File: src/rtl/lsu_align_pkg.sv
// lsu_align_pkg: size encodings, exception causes, FSM states and lane helpers shared by the LSU align slice.
package lsu_align_pkg;

    localparam int LSU_ADDR_W = 32;

    localparam logic [1:0] lsu_size_byte = 2'd0;
    localparam logic [1:0] lsu_size_half = 2'd1;
    localparam logic [1:0] lsu_size_word = 2'd2;

    localparam logic [3:0] except_load_addr_misalign  = 4'd4;
    localparam logic [3:0] except_store_addr_misalign = 4'd6;

    typedef enum logic [2:0] {
        S_IDLE,
        S_REQ0,
        S_WAIT0,
        S_REQ1,
        S_WAIT1,
        S_DONE
    } lsu_state_e;

    typedef struct packed {
        logic [LSU_ADDR_W-1:0] addr;
        logic                  store;
        logic [1:0]            size;
        logic                  is_unsigned;
        logic [31:0]           wdata;
    } lsu_align_in_type;

    typedef struct packed {
        logic        valid;
        logic [31:0] rdata;
        logic        error;
        logic [3:0]  ecause;
    } lsu_align_out_type;

    typedef struct packed {
        logic                  valid;
        logic [LSU_ADDR_W-1:0] addr;
        logic                  store;
        logic [3:0]            strb;
        logic [31:0]           wdata;
    } mem_req_type;

    // Size 3 is reserved and falls through to the word mask.
    function automatic logic [3:0] lsu_mask(input logic [1:0] size);
        return size == lsu_size_byte ? 4'h1 : size == lsu_size_half ? 4'h3 : 4'hF;
    endfunction

    function automatic logic lsu_split(input logic [1:0] off, input logic [1:0] size);
        return (size == lsu_size_half && off == 2'd3) || (size[1] && off != 2'd0);
    endfunction

endpackage

File: src/rtl/lsu_lane.sv
// lsu_lane: combinational byte-lane steering for stores and merge/extension of load words.
module lsu_lane
    import lsu_align_pkg::*;
(
    input  logic [1:0]  off_i,
    input  logic [1:0]  size_i,
    input  logic        is_unsigned_i,
    input  logic [31:0] wdata_i,
    input  logic [31:0] lo_i,
    input  logic [31:0] hi_i,
    output logic        split_o,
    output logic [3:0]  strb0_o,
    output logic [3:0]  strb1_o,
    output logic [31:0] wdata0_o,
    output logic [31:0] wdata1_o,
    output logic [31:0] rdata_o
);

    logic [31:0] raw;
    logic        sx;

    assign split_o = lsu_split(off_i, size_i);
    // Shifting into a double-width lane gives first access in the low half, second in the high half.
    assign {strb1_o, strb0_o}   = {4'h0, lsu_mask(size_i)} << off_i;
    assign {wdata1_o, wdata0_o} = {32'h0, wdata_i} << {off_i, 3'b000};
    assign raw = 32'({split_o ? hi_i : 32'h0, lo_i} >> {off_i, 3'b000});
    assign sx  = ~is_unsigned_i;
    assign rdata_o = size_i == lsu_size_byte ? {{24{sx & raw[7]}}, raw[7:0]} :
                     size_i == lsu_size_half ? {{16{sx & raw[15]}}, raw[15:0]} : raw;

endmodule

File: src/rtl/lsu_align.sv
// lsu_align: load/store sequencer issuing aligned word accesses, splitting misaligned ones.
// Define LSU_ALIGN_MISALIGN_SPLIT_EN to split; otherwise misaligned requests raise an exception.
module lsu_align
    import lsu_align_pkg::*;
#(
    parameter int ADDR_W = LSU_ADDR_W
) (
    input  logic              clock,
    input  logic              reset,
    input  logic              req_valid,
    output logic              req_ready,
    input  logic [ADDR_W-1:0] req_addr,
    input  logic              req_store,
    input  logic [1:0]        req_size,
    input  logic              req_unsigned,
    input  logic [31:0]       req_wdata,
    output logic              rsp_valid,
    output logic [31:0]       rsp_rdata,
    output logic              rsp_error,
    output logic [3:0]        rsp_ecause,
    output logic              mem_valid,
    input  logic              mem_ready,
    output logic [ADDR_W-1:0] mem_addr,
    output logic              mem_store,
    output logic [3:0]        mem_strb,
    output logic [31:0]       mem_wdata,
    input  logic              mem_rvalid,
    input  logic [31:0]       mem_rdata
);

    lsu_state_e        state_q, state_d;
    lsu_align_in_type  req_in, req_q, req_d;
    logic [31:0]       lo_q, lo_d, hi_q, hi_d;
    logic              err_q, err_d;
    logic              split;
    logic [3:0]        strb0, strb1;
    logic [31:0]       wdata0, wdata1, rdata;
    logic [ADDR_W-1:0] base;
    mem_req_type       mem_o;
    lsu_align_out_type rsp_o;

    assign req_in = '{addr: req_addr, store: req_store, size: req_size,
                      is_unsigned: req_unsigned, wdata: req_wdata};
    assign base   = {req_q.addr[ADDR_W-1:2], 2'b00};

    lsu_lane u_lane (
        .off_i         (req_q.addr[1:0]),
        .size_i        (req_q.size),
        .is_unsigned_i (req_q.is_unsigned),
        .wdata_i       (req_q.wdata),
        .lo_i          (lo_q),
        .hi_i          (hi_q),
        .split_o       (split),
        .strb0_o       (strb0),
        .strb1_o       (strb1),
        .wdata0_o      (wdata0),
        .wdata1_o      (wdata1),
        .rdata_o       (rdata)
    );

    always_ff @(posedge clock) begin
        if (reset) begin
            state_q <= S_IDLE;
            req_q   <= '0;
            lo_q    <= '0;
            hi_q    <= '0;
            err_q   <= 1'b0;
        end else begin
            state_q <= state_d;
            req_q   <= req_d;
            lo_q    <= lo_d;
            hi_q    <= hi_d;
            err_q   <= err_d;
        end
    end

    always_comb begin
        state_d = state_q;
        req_d   = req_q;
        lo_d    = lo_q;
        hi_d    = hi_q;
        err_d   = err_q;
        case (state_q)
            S_IDLE: if (req_valid) begin
                req_d   = req_in;
                err_d   = 1'b0;
                state_d = S_REQ0;
`ifndef LSU_ALIGN_MISALIGN_SPLIT_EN
                if (lsu_split(req_addr[1:0], req_size)) begin
                    err_d   = 1'b1;
                    state_d = S_DONE;
                end
`endif
            end
            S_REQ0:  state_d = mem_ready ? S_WAIT0 : S_REQ0;
            S_WAIT0: if (mem_rvalid) begin
                lo_d    = mem_rdata;
                state_d = split ? S_REQ1 : S_DONE;
            end
            S_REQ1:  state_d = mem_ready ? S_WAIT1 : S_REQ1;
            S_WAIT1: if (mem_rvalid) begin
                hi_d    = mem_rdata;
                state_d = S_DONE;
            end
            default: state_d = S_IDLE;
        endcase
    end

    // Memory and response outputs are decoded from state so they read zero outside their phases.
    always_comb begin
        mem_o.valid  = state_q == S_REQ0 || state_q == S_REQ1;
        mem_o.store  = mem_o.valid & req_q.store;
        mem_o.addr   = state_q == S_REQ0 ? base : state_q == S_REQ1 ? base + ADDR_W'(4) : '0;
        mem_o.strb   = state_q == S_REQ0 ? strb0 : state_q == S_REQ1 ? strb1 : 4'h0;
        mem_o.wdata  = state_q == S_REQ0 ? wdata0 : state_q == S_REQ1 ? wdata1 : 32'h0;
        rsp_o.valid  = state_q == S_DONE;
        rsp_o.error  = rsp_o.valid & err_q;
        rsp_o.ecause = rsp_o.error ? (req_q.store ? except_store_addr_misalign : except_load_addr_misalign) : 4'h0;
        rsp_o.rdata  = rsp_o.valid && !req_q.store && !err_q ? rdata : 32'h0;
    end

    assign req_ready  = state_q == S_IDLE;
    assign mem_valid  = mem_o.valid;
    assign mem_addr   = mem_o.addr;
    assign mem_store  = mem_o.store;
    assign mem_strb   = mem_o.strb;
    assign mem_wdata  = mem_o.wdata;
    assign rsp_valid  = rsp_o.valid;
    assign rsp_rdata  = rsp_o.rdata;
    assign rsp_error  = rsp_o.error;
    assign rsp_ecause = rsp_o.ecause;

endmodule

File: config.mk
export PLATFORM = sky130hd
export DESIGN_NAME = lsu_align
export DESIGN_NICKNAME = d
export VERILOG_FILES = /design/src/rtl/lsu_align_pkg.sv /design/src/rtl/lsu_lane.sv /design/src/rtl/lsu_align.sv
export SDC_FILE = /design/constraint.sdc
export NUM_CORES = 1
export LEC_CHECK = 0
export BUFFER_PORTS_ARGS = -buffer_cell sky130_fd_sc_hd__buf_2
export CORE_MARGIN = 4
export CORE_UTILIZATION = 59
export CTS_CLUSTER_DIAMETER = 30
export CTS_CLUSTER_SIZE = 16
export DETAILED_ROUTE_END_ITERATION = 10
export PLACE_DENSITY = 0.9
export SLEW_MARGIN = 40
export SYNTH_ARGS = -nofsm -noshare
export SYNTH_HDL_FRONTEND = slang
export SYNTH_HIERARCHICAL = 1
export SYNTH_SLANG_ARGS = --single-unit
File: constraint.sdc
create_clock -name clock -period 4.15 [get_ports clock]
set_clock_uncertainty 0.1 [all_clocks]
set_input_delay 0.415 -clock clock [delete_from_list [all_inputs] [get_ports clock]]
set_output_delay 0.415 -clock clock [all_outputs]
set_load 0.1 [all_outputs]
==> impl_metrics.env, run 1 <==
export IMPL_grt_max_degree=85
export IMPL_slew_violations=0
export IMPL_avgSynthCellArea_um2=7.46
export IMPL_period_share_pct=84.0
export IMPL_clkSlewWorstSetupHoldPaths_ns=0.05
export IMPL_post_cts_buffers=0
export IMPL_cp_end_kind="output pin"
export IMPL_p_leak_nw=3.87
export IMPL_final_hold_viol_count=0
export IMPL_routed_via_density=5.85
export IMPL_crit_buf_inv=1
export IMPL_worstMarginPinSlew_ns=0.724
export IMPL_post_cts_resized=0
export IMPL_power_frac_seq_pct=36.3
export IMPL_route_vias_total=8328
export IMPL_dp_hpwl_mm=16.7
export IMPL_antenna_found_initial=2
export IMPL_final_common_cell="nand2_1"
export IMPL_met3_usage_pct=6.35
export IMPL_grt_pass1_vias=7581
export IMPL_syn_area_um2=8140
export IMPL_postCtsHoldBufs=0
export IMPL_clockBufferDepth=2
export IMPL_grt_overflow_total=0
export IMPL_drive_gt1_share_pct=24.6
export IMPL_routedWlPerCell_um=16.9
export IMPL_die_w_um=125
export IMPL_first_iter_violations=953
export IMPL_gp_congestion=0.906
export IMPL_fillers=1087
export IMPL_finalPower_mw=4.06
export IMPL_design_portCount=214
export IMPL_drcViolationCount=0
export IMPL_nNetsFinal=1339
export IMPL_ys_warn_count=6
export IMPL_clock_latency_ns=0.42
export IMPL_grtUsageMet1_pct=38.9
export IMPL_critical_path_max_stage_delay_ns=0.74
export IMPL_crit_chain="and4_1 > nand2_1 > or4_1 > a21oi_1 > buf_2"
export IMPL_gr_usage_met2_pct=47.2
export IMPL_mostFrequentLayoutCells="nand2_1, buf_2, a21oi_1"
export IMPL_combPwrFrac_pct=24.8
export IMPL_path_max_fanout=28
export IMPL_worstSetupPathType="flip-flop to output pin"
export IMPL_busiest_layer="met2"
export IMPL_max_slew_margin_pct=51.3
export IMPL_cts_root_buffer="clkbuf_16"
export IMPL_rows=42
export IMPL_die_area_um2=15700
export IMPL_drv_cap=0
export IMPL_initial_utilization_pct=60.8
export IMPL_syn2layout_area_growth_pct=18.8
export IMPL_ant_nets=0
export IMPL_outcome="complete, no violations"
export IMPL_htree_levels=4
export IMPL_hold_slack_ns=0.126
export IMPL_core_um2=13400
export IMPL_dr_pass1_iters=5
export IMPL_cp_arrival_ns=2.97
export IMPL_swShare_pct=35.1
export IMPL_fmax_mhz=287
export IMPL_ir_worst_vdd_v=0.000292
export IMPL_fp_dieH_um=125
export IMPL_setup_tns_ns=0
export IMPL_rsz0062_at_grt="false"
export IMPL_grt_util_all_layers_pct=29.5
export IMPL_start_kind="flip-flop"
export IMPL_port_buffers=209
export IMPL_fin_crit_ns=3.49
export IMPL_grt_pass1_wl_mm=38.2
export IMPL_p_sw_mw=1.42
export IMPL_wl_mm=24.1
export IMPL_pwr_share_clk_pct=38.9
export IMPL_cts_buffers_inserted=17
export IMPL_cp_slowest_cell="dfxtp_2"
export IMPL_cts_sinks=128
export IMPL_critPathRequiredTime_ns=3.63
export IMPL_setup_viol=0
export IMPL_synthCells=1091
export IMPL_intPower_mw=2.64
export IMPL_min_path_type="input port to flip-flop"
export IMPL_power_density_nw_per_um2=419
export IMPL_cts_tree="yes"
export IMPL_cp_top_family="simple AND/OR/NAND/NOR gates"
## registers in the layout, summed over array words and instances, names as in the netlist
name and count:
base 30, err_q 1, hi_q 24, lo_q 32, req_q 38, state_q 3
## metal layers
layer	share of wire (%)	wire [um]	vias to the layer above
li1	-	-	3989
met1	40	9690	3823
met2	47	11200	441
met3	9.9	2380	73
met4	3.2	777	2
met5	0.075	18	-
## power groups by stage
stage               registers [mW]  logic, mW  clock network [mW]
floorplan                     1.41      0.854                   0
global placement              1.48      0.975                   0
detailed placement            1.49      0.992                   0
CTS                           1.47      0.997                1.60
global route                  1.49       1.08                1.65
finish                        1.47       1.01                1.58
## metrics by stage
stage / utilization, % / worst slack (ns) / area [um2] / std cells
floorplan: - / 0.241 / 8190 / 1102
global placement: 67.5 / 1.01 / 9040 / 1390
detailed placement: 67.5 / 0.914 / 9040 / 1390
CTS: 72.1 / 0.465 / 9670 / 1422
global route: 72.2 / 0.479 / 9680 / 1422
finish: 72.2 / 0.664 / 9680 / 1423
## cell type report
| type | count | area, um2 | share of cell area [%] |
|---|---|---|---|
| Antenna cell | 1 | 2.50 | 0.0259 |
| Clock buffer | 22 | 464 | 4.80 |
| Clock inverter | 10 | 159 | 1.64 |
| Inverter | 11 | 41.3 | 0.427 |
| Multi-Input combinational cell | 856 | 5090 | 52.6 |
| Sequential cell | 128 | 2570 | 26.6 |
| Tap cell | 176 | 220 | 2.28 |
| Timing Repair Buffer | 219 | 1130 | 11.6 |
## worst paths after layout
| kind | slack (ns) | from | to | cells after the start |
|---|---|---|---|---|
| setup / recovery | 0.66 | state_q[1]$_SDFFE_PP0P_ | mem_addr[25] | 5 |
| hold / removal | 0.13 | mem_rdata[29] | lo_q[29]$_SDFFE_PP0P_ | 3 |
| setup reg to reg | 1.62 | req_q[36]$_SDFFE_PP0P_ | state_q[1]$_SDFFE_PP0P_ | 6 |
| hold reg to reg | 0.35 | hi_q[23]$_SDFFE_PP0P_ | hi_q[23]$_SDFFE_PP0P_ | 2 |
## worst min-delay path, cell delays in order
cell	delay, ns
buf_2	0.09
nand2_1	0.04
a21oi_1	0.05
Power figures use the tool's default switching activity.
==> inputs of run 2 (changes only) <==
--- a/config.mk
+++ b/config.mk
@@ -5,13 +5,14 @@
 export SDC_FILE = /design/constraint.sdc
 export NUM_CORES = 1
 export LEC_CHECK = 0
+export ABC_AREA = 1
 export BUFFER_PORTS_ARGS = -buffer_cell sky130_fd_sc_hd__buf_2
 export CORE_MARGIN = 4
-export CORE_UTILIZATION = 59
+export CORE_UTILIZATION = 55
 export CTS_CLUSTER_DIAMETER = 30
 export CTS_CLUSTER_SIZE = 16
 export DETAILED_ROUTE_END_ITERATION = 10
-export PLACE_DENSITY = 0.9
+export PLACE_DENSITY = 0.85
 export SLEW_MARGIN = 40
 export SYNTH_ARGS = -nofsm -noshare
 export SYNTH_HDL_FRONTEND = slang
==> constraint.sdc (replaced) <==
create_clock -name clock -period 3.28 [get_ports clock]
set_clock_uncertainty 0.1 [all_clocks]
set_input_delay 0.328 -clock clock [delete_from_list [all_inputs] [get_ports clock]]
set_output_delay 0.328 -clock clock [all_outputs]
set_load 0.1 [all_outputs]
==> run 2 against run 1 <==
Worst hold slack got worse by 0.059 ns. Highest routed layer is now met4. Largest cell class unchanged. Largest power group is now combinational logic. Non-clock buffer count up 18. Final cell count is 20% higher.
==> impl_metrics.env, run 2 <==
export IMPL_setup_viol=0
export IMPL_reg2reg_from="state_q[1]$_SDFFE_PP0P_"
export IMPL_grt_overflow_total=0
export IMPL_slew_violations=0
export IMPL_cp_slowest_cell="dfxtp_4"
export IMPL_cts_buffers_inserted=17
export IMPL_grt_max_degree=80
export IMPL_worstMarginPinSlew_ns=0.608
export IMPL_cp_end_kind="output pin"
export IMPL_whs_path_depth=3
export IMPL_avgSynthCellArea_um2=6.27
export IMPL_fp_dieH_um=132
export IMPL_worst_slack_ns=0.153
export IMPL_cts_tree="yes"
export IMPL_gp_congestion=0.942
export IMPL_power_density_nw_per_um2=522
export IMPL_max_slew_margin_pct=59.3
export IMPL_critPathRequiredTime_ns=2.85
export IMPL_min_path_type="input port to flip-flop"
export IMPL_die_w_um=132
export IMPL_rsz0062_at_grt="false"
export IMPL_reg2reg_depth=8
export IMPL_grt_pass1_vias=9398
export IMPL_crit_chain="buf_4 > nor2_1 > buf_4 > a22oi_1 > nand2_1 > nand2_1 > buf_4 > nand3_1 > inv_1 > nor2_1 > buf_12"
export IMPL_post_cts_buffers=0
export IMPL_drcViolationCount=0
export IMPL_place_ws_ns=0.417
export IMPL_rows=45
export IMPL_final_common_cell="nand2_1"
export IMPL_hp_start="mem_rdata[27]"
export IMPL_regMostFlops="req_q"
export IMPL_ant_nets=0
export IMPL_min_delay_worst_endpoint="lo_q[27]$_SDFFE_PP0P_"
export IMPL_cts_sinks=128
export IMPL_routedWlPerCell_um=17.3
export IMPL_first_iter_violations=1652
export IMPL_worstSetupPathType="flip-flop to output pin"
export IMPL_design_portCount=214
export IMPL_clkSlewWorstSetupHoldPaths_ns=0.06
export IMPL_period_share_pct=95.3
export IMPL_mostFrequentLayoutCells="nand2_1, buf_2, nand3_1"
export IMPL_htree_levels=4
export IMPL_dp_hpwl_mm=20.8
export IMPL_port_buffers=209
export IMPL_drv_cap=0
export IMPL_route_vias_total=10200
export IMPL_final_cell_area_um2=10900
export IMPL_ir_worst_vdd_v=0.000515
export IMPL_outcome="complete, no violations"
export IMPL_dpl_cell_area_um2=10300
export IMPL_syn_area_um2=8490
export IMPL_path_max_fanout=28
export IMPL_postCtsHoldBufs=0
export IMPL_start_kind="flip-flop"
export IMPL_fmax_mhz=320
export IMPL_grt_util_all_layers_pct=32.7
export IMPL_initial_utilization_pct=56.1
export IMPL_clock_latency_ns=0.42
export IMPL_setup_tns_ns=0
export IMPL_routed_via_density=5.95
export IMPL_cp_arrival_ns=2.70
export IMPL_grt_pass1_wl_mm=47.5
export IMPL_clockBufferDepth=2
export IMPL_largest_reg_flops=38
export IMPL_die_area_um2=17500
export IMPL_seqCellArea_um2=2570
export IMPL_rrSetupSlack_ns=0.98
export IMPL_cp_common_cell="buf_4"
export IMPL_dr_pass1_iters=6
export IMPL_worst_r2r_endpoint="base[31]$_SDFFE_PP0P_"
export IMPL_core_um2=15100
export IMPL_fillers=1201
export IMPL_drive_gt1_share_pct=20.9
export IMPL_hold_slack_ns=0.0674
export IMPL_critical_path_max_stage_delay_ns=0.54
export IMPL_syn2layout_area_growth_pct=28.8
export IMPL_multi_input_area_um2=4830
export IMPL_final_hold_viol_count=0
export IMPL_fin_crit_ns=3.13
export IMPL_nNetsFinal=1616
export IMPL_antenna_found_initial=3
export IMPL_finalPower_mw=5.71
export IMPL_ys_warn_count=6
export IMPL_p_leak_nw=4.49
export IMPL_cts_root_buffer="clkbuf_16"
export IMPL_wl_mm=29.6
export IMPL_synthCells=1354
-- run 2: worst max-delay path, delay by kind of cell, from the launching register on --
family	cells	cell delay (ns)
flip-flops	1	0.54
buffers and inverters	5	0.94
AO/OA/AOI/OAI	1	0.17
AND/OR/NAND/NOR	5	0.61
-- run 2: worst max path at each step --
stage | start | slack, ns | to
after global routing | req_q[36]$_SDFFE_PP0P_ | 0.04 | rsp_rdata[16]
after floorplan | state_q[1]$_SDFFE_PP0P_ | -0.24 | rsp_rdata[10]
final | req_q[36]$_SDFFE_PP0P_ | 0.15 | rsp_rdata[16]
after detailed placement | req_q[36]$_SDFFE_PP0P_ | 0.42 | rsp_rdata[16]
after CTS | req_q[36]$_SDFFE_PP0P_ | 0.03 | rsp_rdata[20]
after global placement | req_q[36]$_SDFFE_PP0P_ | 0.46 | rsp_rdata[11]
-- run 2: through the flow --
| step | instances | util, % |
|---|---|---|
| after floorplan | 1365 | - |
| after global placement | 1679 | 68.1 |
| after detailed placement | 1679 | 68.1 |
| after CTS | 1711 | 72.1 |
| after global routing | 1714 | 72.2 |
| final | 1714 | 72.2 |
-- run 2: final cells by class --
type | instances | share of cell area, %
clock inverter | 14 | 1.42
sequential | 128 | 23.5
inverter | 138 | 4.75
antenna | 3 | 0.0686
timing repair buffer | 237 | 20.0
tap | 188 | 2.15
clock buffer | 18 | 4.01
multi-input combinational | 988 | 44.1
-- run 2: power by group --
part	total [mW]	leakage, nW	switching (mW)	internal (mW)
clock network	1.92	0.288	0.767	1.15
registers	1.86	1.05	0.155	1.70
logic	1.93	3.15	1.42	0.516
-- run 2: what timing repair did --
| item | in CTS | in global routing |
|---|---|---|
| gates resized for setup | 3 | 5 |
| setup endpoints to repair | 11 | 23 |
| endpoints found under the hold margin | 0 | 0 |
-- run 2: metal layers --
metal / vias up / GRT usage, % / wire, um
li1: 4760 / - / -
met1: 4621 / 43.9 / 11700
met5: - / 0 / 0
met2: 729 / 51.9 / 13400
met4: 0 / 12.0 / 869
met3: 95 / 7.02 / 3630
